--- config.mk ---
export PLATFORM = sky130hd
export DESIGN_NAME = bitonic_loader_flat
export DESIGN_NICKNAME = d
export VERILOG_FILES = /design/src/rtl/bitonic_loader_if.sv /design/src/rtl/bitonic_loader.sv /design/src/flat_wrapper.sv
export SDC_FILE = /design/constraint.sdc
export NUM_CORES = 1
export LEC_CHECK = 0
export CORE_ASPECT_RATIO = 0.75
export CORE_UTILIZATION = 52
export CTS_BUF_LIST = sky130_fd_sc_hd__clkbuf_4
export DETAILED_ROUTE_END_ITERATION = 7
export PLACE_DENSITY = 0.95
export SYNTH_ARGS = -nofsm -noshare
export SYNTH_HDL_FRONTEND = slang
export SYNTH_SLANG_ARGS = --single-unit
--- constraint.sdc ---
create_clock -name clk -period 3.7 [get_ports clk]
set_input_delay 0.555 -clock clk [delete_from_list [all_inputs] [get_ports clk]]
set_output_delay 0.555 -clock clk [all_outputs]
set_load 0.1 [all_outputs]
--- src/rtl/bitonic_loader_if.sv ---
// bitonic_loader_if: serial word input, parallel 8-word group output and fill count
interface bitonic_loader_if;
    logic       in_valid;
    logic [7:0] in_data;
    logic       in_ready;
    logic       out_valid;
    logic       out_ready;
    logic [7:0] number_out1, number_out2, number_out3, number_out4;
    logic [7:0] number_out5, number_out6, number_out7, number_out8;
    logic [3:0] fill_cnt;
    modport master (
        output in_valid, in_data, out_ready,
        input  in_ready, out_valid, fill_cnt,
        input  number_out1, number_out2, number_out3, number_out4,
        input  number_out5, number_out6, number_out7, number_out8
    );
    modport slave (
        input  in_valid, in_data, out_ready,
        output in_ready, out_valid, fill_cnt,
        output number_out1, number_out2, number_out3, number_out4,
        output number_out5, number_out6, number_out7, number_out8
    );
endinterface

--- src/rtl/bitonic_loader.sv ---
// bitonic_loader: gathers 8 accepted words into one parallel group for the sorter.
// A release and a new first word can share one edge, so groups stream without bubbles.
module bitonic_loader (
    input logic            clk,
    input logic            reset,
    bitonic_loader_if.slave bus
);
    typedef enum logic {COLLECT, FULL} state_t;
    state_t     r_state, w_next;
    logic [7:0] r_slot [8];
    logic [3:0] r_cnt;
    logic       w_in_xfer;
    logic       w_release;
    logic [2:0] w_idx;
    assign bus.in_ready  = !reset && (r_state == COLLECT || bus.out_ready);
    assign bus.out_valid = r_state == FULL;
    assign bus.fill_cnt  = r_cnt;
    assign w_in_xfer     = bus.in_valid && bus.in_ready;
    assign w_release     = r_state == FULL && bus.out_ready;
    // a word accepted on the release edge starts the next group in slot 0
    assign w_idx         = r_state == FULL ? 3'd0 : r_cnt[2:0];
    assign bus.number_out1 = r_slot[0];
    assign bus.number_out2 = r_slot[1];
    assign bus.number_out3 = r_slot[2];
    assign bus.number_out4 = r_slot[3];
    assign bus.number_out5 = r_slot[4];
    assign bus.number_out6 = r_slot[5];
    assign bus.number_out7 = r_slot[6];
    assign bus.number_out8 = r_slot[7];
    always_comb begin
        w_next = r_state;
        if (r_state == COLLECT && w_in_xfer && r_cnt == 4'd7)
            w_next = FULL;
        else if (w_release)
            w_next = COLLECT;
    end
    always_ff @(posedge clk) begin
        if (reset)
            r_state <= COLLECT;
        else
            r_state <= w_next;
    end
    always_ff @(posedge clk) begin
        if (reset) begin
            r_cnt <= 4'd0;
            for (int i = 0; i < 8; i++)
                r_slot[i] <= 8'h00;
        end else begin
            if (w_release)
                r_cnt <= {3'b000, w_in_xfer};
            else if (w_in_xfer)
                r_cnt <= r_cnt + 4'd1;
            if (w_in_xfer)
                r_slot[w_idx] <= bus.in_data;
        end
    end
endmodule
--- src/flat_wrapper.sv ---
// flat-port wrapper written by rule: the top's interface ports become plain ports
module bitonic_loader_flat 
  (clk, reset, bus_in_valid, bus_in_data, bus_out_ready, bus_in_ready, bus_out_valid, bus_fill_cnt, bus_number_out1, bus_number_out2, bus_number_out3, bus_number_out4, bus_number_out5, bus_number_out6, bus_number_out7, bus_number_out8);
  bitonic_loader_if bus_i ();
  input logic clk;
  input logic reset;
  input wire logic [$bits(bus_i.in_valid)-1:0] bus_in_valid;
  input wire logic [$bits(bus_i.in_data)-1:0] bus_in_data;
  input wire logic [$bits(bus_i.out_ready)-1:0] bus_out_ready;
  output wire logic [$bits(bus_i.in_ready)-1:0] bus_in_ready;
  output wire logic [$bits(bus_i.out_valid)-1:0] bus_out_valid;
  output wire logic [$bits(bus_i.fill_cnt)-1:0] bus_fill_cnt;
  output wire logic [$bits(bus_i.number_out1)-1:0] bus_number_out1;
  output wire logic [$bits(bus_i.number_out2)-1:0] bus_number_out2;
  output wire logic [$bits(bus_i.number_out3)-1:0] bus_number_out3;
  output wire logic [$bits(bus_i.number_out4)-1:0] bus_number_out4;
  output wire logic [$bits(bus_i.number_out5)-1:0] bus_number_out5;
  output wire logic [$bits(bus_i.number_out6)-1:0] bus_number_out6;
  output wire logic [$bits(bus_i.number_out7)-1:0] bus_number_out7;
  output wire logic [$bits(bus_i.number_out8)-1:0] bus_number_out8;
  assign bus_i.in_valid = bus_in_valid;
  assign bus_i.in_data = bus_in_data;
  assign bus_i.out_ready = bus_out_ready;
  assign bus_in_ready = bus_i.in_ready;
  assign bus_out_valid = bus_i.out_valid;
  assign bus_fill_cnt = bus_i.fill_cnt;
  assign bus_number_out1 = bus_i.number_out1;
  assign bus_number_out2 = bus_i.number_out2;
  assign bus_number_out3 = bus_i.number_out3;
  assign bus_number_out4 = bus_i.number_out4;
  assign bus_number_out5 = bus_i.number_out5;
  assign bus_number_out6 = bus_i.number_out6;
  assign bus_number_out7 = bus_i.number_out7;
  assign bus_number_out8 = bus_i.number_out8;
  bitonic_loader u_core (.clk(clk), .reset(reset), .bus(bus_i));
endmodule
==> results.json <==
{
  "status": "finished, final reports clean",
  "cp_top_family": "buffers and inverters",
  "syn_to_final_growth_pct": 38.0,
  "crit_chain": "clkdlybuf4s50_1",
  "dp_hpwl_mm": 4.22,
  "grt_max_degree": 18,
  "min-delay-start": "u_core.bus.fill_cnt[3]",
  "antenna_cells": 0,
  "synth_edf_count": 64,
  "die_w_um": 86.8,
  "switching_power_mw": 0.596,
  "critPathKind": "flop to primary output",
  "cts_tree": "done",
  "syn-num-nets": 197,
  "cp-start-kind": "flop",
  "wire_per_inst_um": 17.5,
  "initial_core_util": 0.556,
  "clkLatencyLatePin_ns": 0.41,
  "peakVddDrop_uv": 325,
  "setup.worst_path.end_class": "primary output",
  "port_buffers": 81,
  "synth.distinct_cells": 34,
  "grt_pass1_vias": 1870,
  "crit_fanout": 9,
  "core-area_mm2": 0.00504,
  "placed_cell_area_mm2": 0.00369,
  "clockPowerShare": 0.314,
  "drive_gt1_frac": 0.104,
  "cts_sinks": 69,
  "cts-root-buf": "clkbuf_4",
  "preCtsSetupSlack_ns": 0.932,
  "h-tree-depth": 3,
  "drt_iter0_drc": 120,
  "multi_input_area_um2": 759,
  "utilization": 0.767,
  "final_cells": 351,
  "syn_area_per_cell_um2": 15.2,
  "cts_made_buffers": 9,
  "placementRows": 22,
  "via_count": 1866,
  "ys_seq_elements": 69,
  "place_inst": 335,
  "cts_resized": 0,
  "crit_path_top_delay_cell": "clkdlybuf4s50_1",
  "final_max_slew_viol_count": 0,
  "p_leak_nw": 1.43,
  "drt_wl_total_mm": 6.14,
  "worst_slew_pin_slew_ns": 1.02,
  "first_pass_iters": 4,
  "reg2reg_from": "u_core.bus.out_valid",
  "postRouteAntennaNets": 0,
  "post-cts-setup-buffer-count": 0,
  "nNetsFinal": 287,
  "setup-tns-final_ns": 0,
  "grt_antenna_before_repair": 0,
  "stdcell_area_mm2": 0.00386,
  "min_period_over_period": 0.743,
  "dieArea_mm2": 0.00569,
  "grt_pass1_wl_mm": 9.63,
  "setup_ws_ns": 0.950,
  "via_per_inst": 5.32,
  "postCtsHoldBufs": 0,
  "fillers": 303,
  "power.internal_mw": 1.31,
  "critPathArrivalTime_ns": 2.19,
  "slowest_delay_ns": 1.22,
  "grt.total_usage": 0.244,
  "finalClockSkew_ns": 0.0124,
  "io_pins": 82,
  "gp_congestion": 0.868,
  "reg2reg_depth": 3,
  "ys_async_sr_fraction": 0,
  "relSlewSlack": 0.315,
  "syn-cell-area_mm2": 0.00280,
  "whs_path_depth": 2,
  "gr-total-overflow": 0,
  "clockBufferDepth": 2,
  "netlist_instances": 184,
  "p_per_area_mw_per_mm2": 494,
  "synthFlopType": "edfxtp_1",
  "ys_seq_area_frac": 0.722,
  "r2r_end": "u_core.r_slot[3][4]",
  "cp_data_required_time_ns": 3.14,
  "clock.fmax_ghz": 0.364,
  "min_path_type": "flop to flop",
  "path_clk_slew_ns": 0.11,
  "die_h_um": 65.6,
  "rsz0062_at_grt": "false",
  "fin_crit_ns": 2.75,
  "netSwitchingFraction": 0.312,
  "final_hold_viol_count": 0,
  "cap_viol_max_count": 0,
  "yosysWarnings": 0,
  "setup_violations": 0,
  "rrSetupSlack_ns": 1.58,
  "drc": 0,
  "cp_num_buf_inv": 1,
  "hold_end": "u_core.bus.fill_cnt[3]",
  "power_frac_comb": 0.213,
  "final-seq-area_mm2": 0.00202,
  "seqPwrFrac": 0.473
}
## worst max path at each step
stage / end / depth (start not counted) / slack, ns / start
after floorplan: bus_in_ready / 2 / 0.84 / u_core.bus.out_valid
after global placement: u_core.r_slot[7][3] / 4 / 1.08 / reset
after detailed placement: u_core.r_slot[7][7] / 4 / 0.93 / reset
after CTS: bus_fill_cnt[2] / 1 / 0.95 / u_core.bus.fill_cnt[2]
after global routing: bus_fill_cnt[2] / 1 / 0.87 / u_core.bus.fill_cnt[2]
final: bus_fill_cnt[2] / 1 / 0.95 / u_core.bus.fill_cnt[2]
## cells in the final DEF, fill, tap and decap left out, drive strengths merged
| master | instances |
|---|---|
| a2111oi | 1 |
| a21o | 1 |
| a21oi | 4 |
| a221oi | 1 |
| and2 | 56 |
| and3 | 8 |
| buf | 3 |
| bufinv | 3 |
| clkbuf | 10 |
| clkdlybuf4s50 | 79 |
| clkinv | 3 |
| dfxtp | 5 |
| edfxtp | 64 |
| ha | 1 |
| inv | 1 |
| mux2i | 2 |
| nand2 | 4 |
| nand2b | 1 |
| nand3b | 1 |
| nand4b | 1 |
| nand4bb | 2 |
| nor2 | 4 |
| nor2b | 3 |
| nor3 | 2 |
| nor3b | 2 |
| nor4 | 2 |
| nor4b | 1 |
| o21ai | 1 |
| o22a | 1 |
| o31ai | 1 |
| or2 | 7 |
| or3 | 1 |
| or3b | 2 |
| or4 | 1 |
## metal layers
layer	track usage	share of wire	up-vias
met4	0.0938	0.015	0
met1	0.300	0.42	906
met3	0.103	0.10	10
met5	0	0	-
li1	-	-	855
met2	0.388	0.47	95
## power by group through the flow
stage	Sequential [mW]	Combinational, mW	Clock (mW)
detailed placement	0.918	0.406	0
global route	0.905	0.418	0.643
CTS	0.902	0.407	0.605
finish	0.902	0.407	0.600
floorplan	1.18	0.0444	0
global placement	0.919	0.402	0
## registers in the layout, summed over array words and instances (netlist names)
signal and cells:
u_core.bus.out_valid 1, u_core.bus.fill_cnt 4, u_core.r_slot 64
## synth_stat cells, types with 2 or more instances
| master | number | area, um2 |
|---|---|---|
| a21oi_1 | 4 | 20.0 |
| or2_2 | 7 | 43.8 |
| edfxtp_1 | 64 | 1920 |
| mux2i_1 | 2 | 20.0 |
| nor3_1 | 2 | 10.0 |
| nand2_1 | 4 | 15.0 |
| nand4bb_1 | 2 | 22.5 |
| dfxtp_1 | 5 | 100 |
| nor2_1 | 4 | 15.0 |
| nor2b_1 | 3 | 18.8 |
| and2_1 | 56 | 350 |
| nor3b_1 | 2 | 15.0 |
| and3_1 | 8 | 50.1 |
## metrics by stage
step	hold WS, ns	power (mW)
after floorplan	0.638	1.22
after CTS	0.527	1.91
after global routing	0.565	1.97
final	0.530	1.91
after detailed placement	0.510	1.32
after global placement	0.510	1.32
## area by class of cell
type | count | share of cell area
Clock buffer | 10 | 0.0194
Sequential cell | 69 | 0.523
Timing Repair Buffer | 82 | 0.210
Clock inverter | 6 | 0.0262
Multi-Input combinational cell | 111 | 0.197
Tap cell | 72 | 0.0233
Inverter | 1 | 0.000971
## kinds of logic (layout without fill, tap and decap cells)
logic type | count (synthesis) | count (layout) | share of synthesized area
compound gates | 10 | 10 | 0.0259
fa+ha+maj | 1 | 1 | 0.00447
buf+inv | 4 | 99 | 0.00714
flops | 69 | 69 | 0.722
mux | 2 | 2 | 0.00715
simple gates | 98 | 98 | 0.234
## worst reg2reg max path, delay by kind of cell (launching register included)
family,cells,cell delay [ns]
flops,1,0.75
simple gates,3,1.10
(Power assumes the default switching activity.)
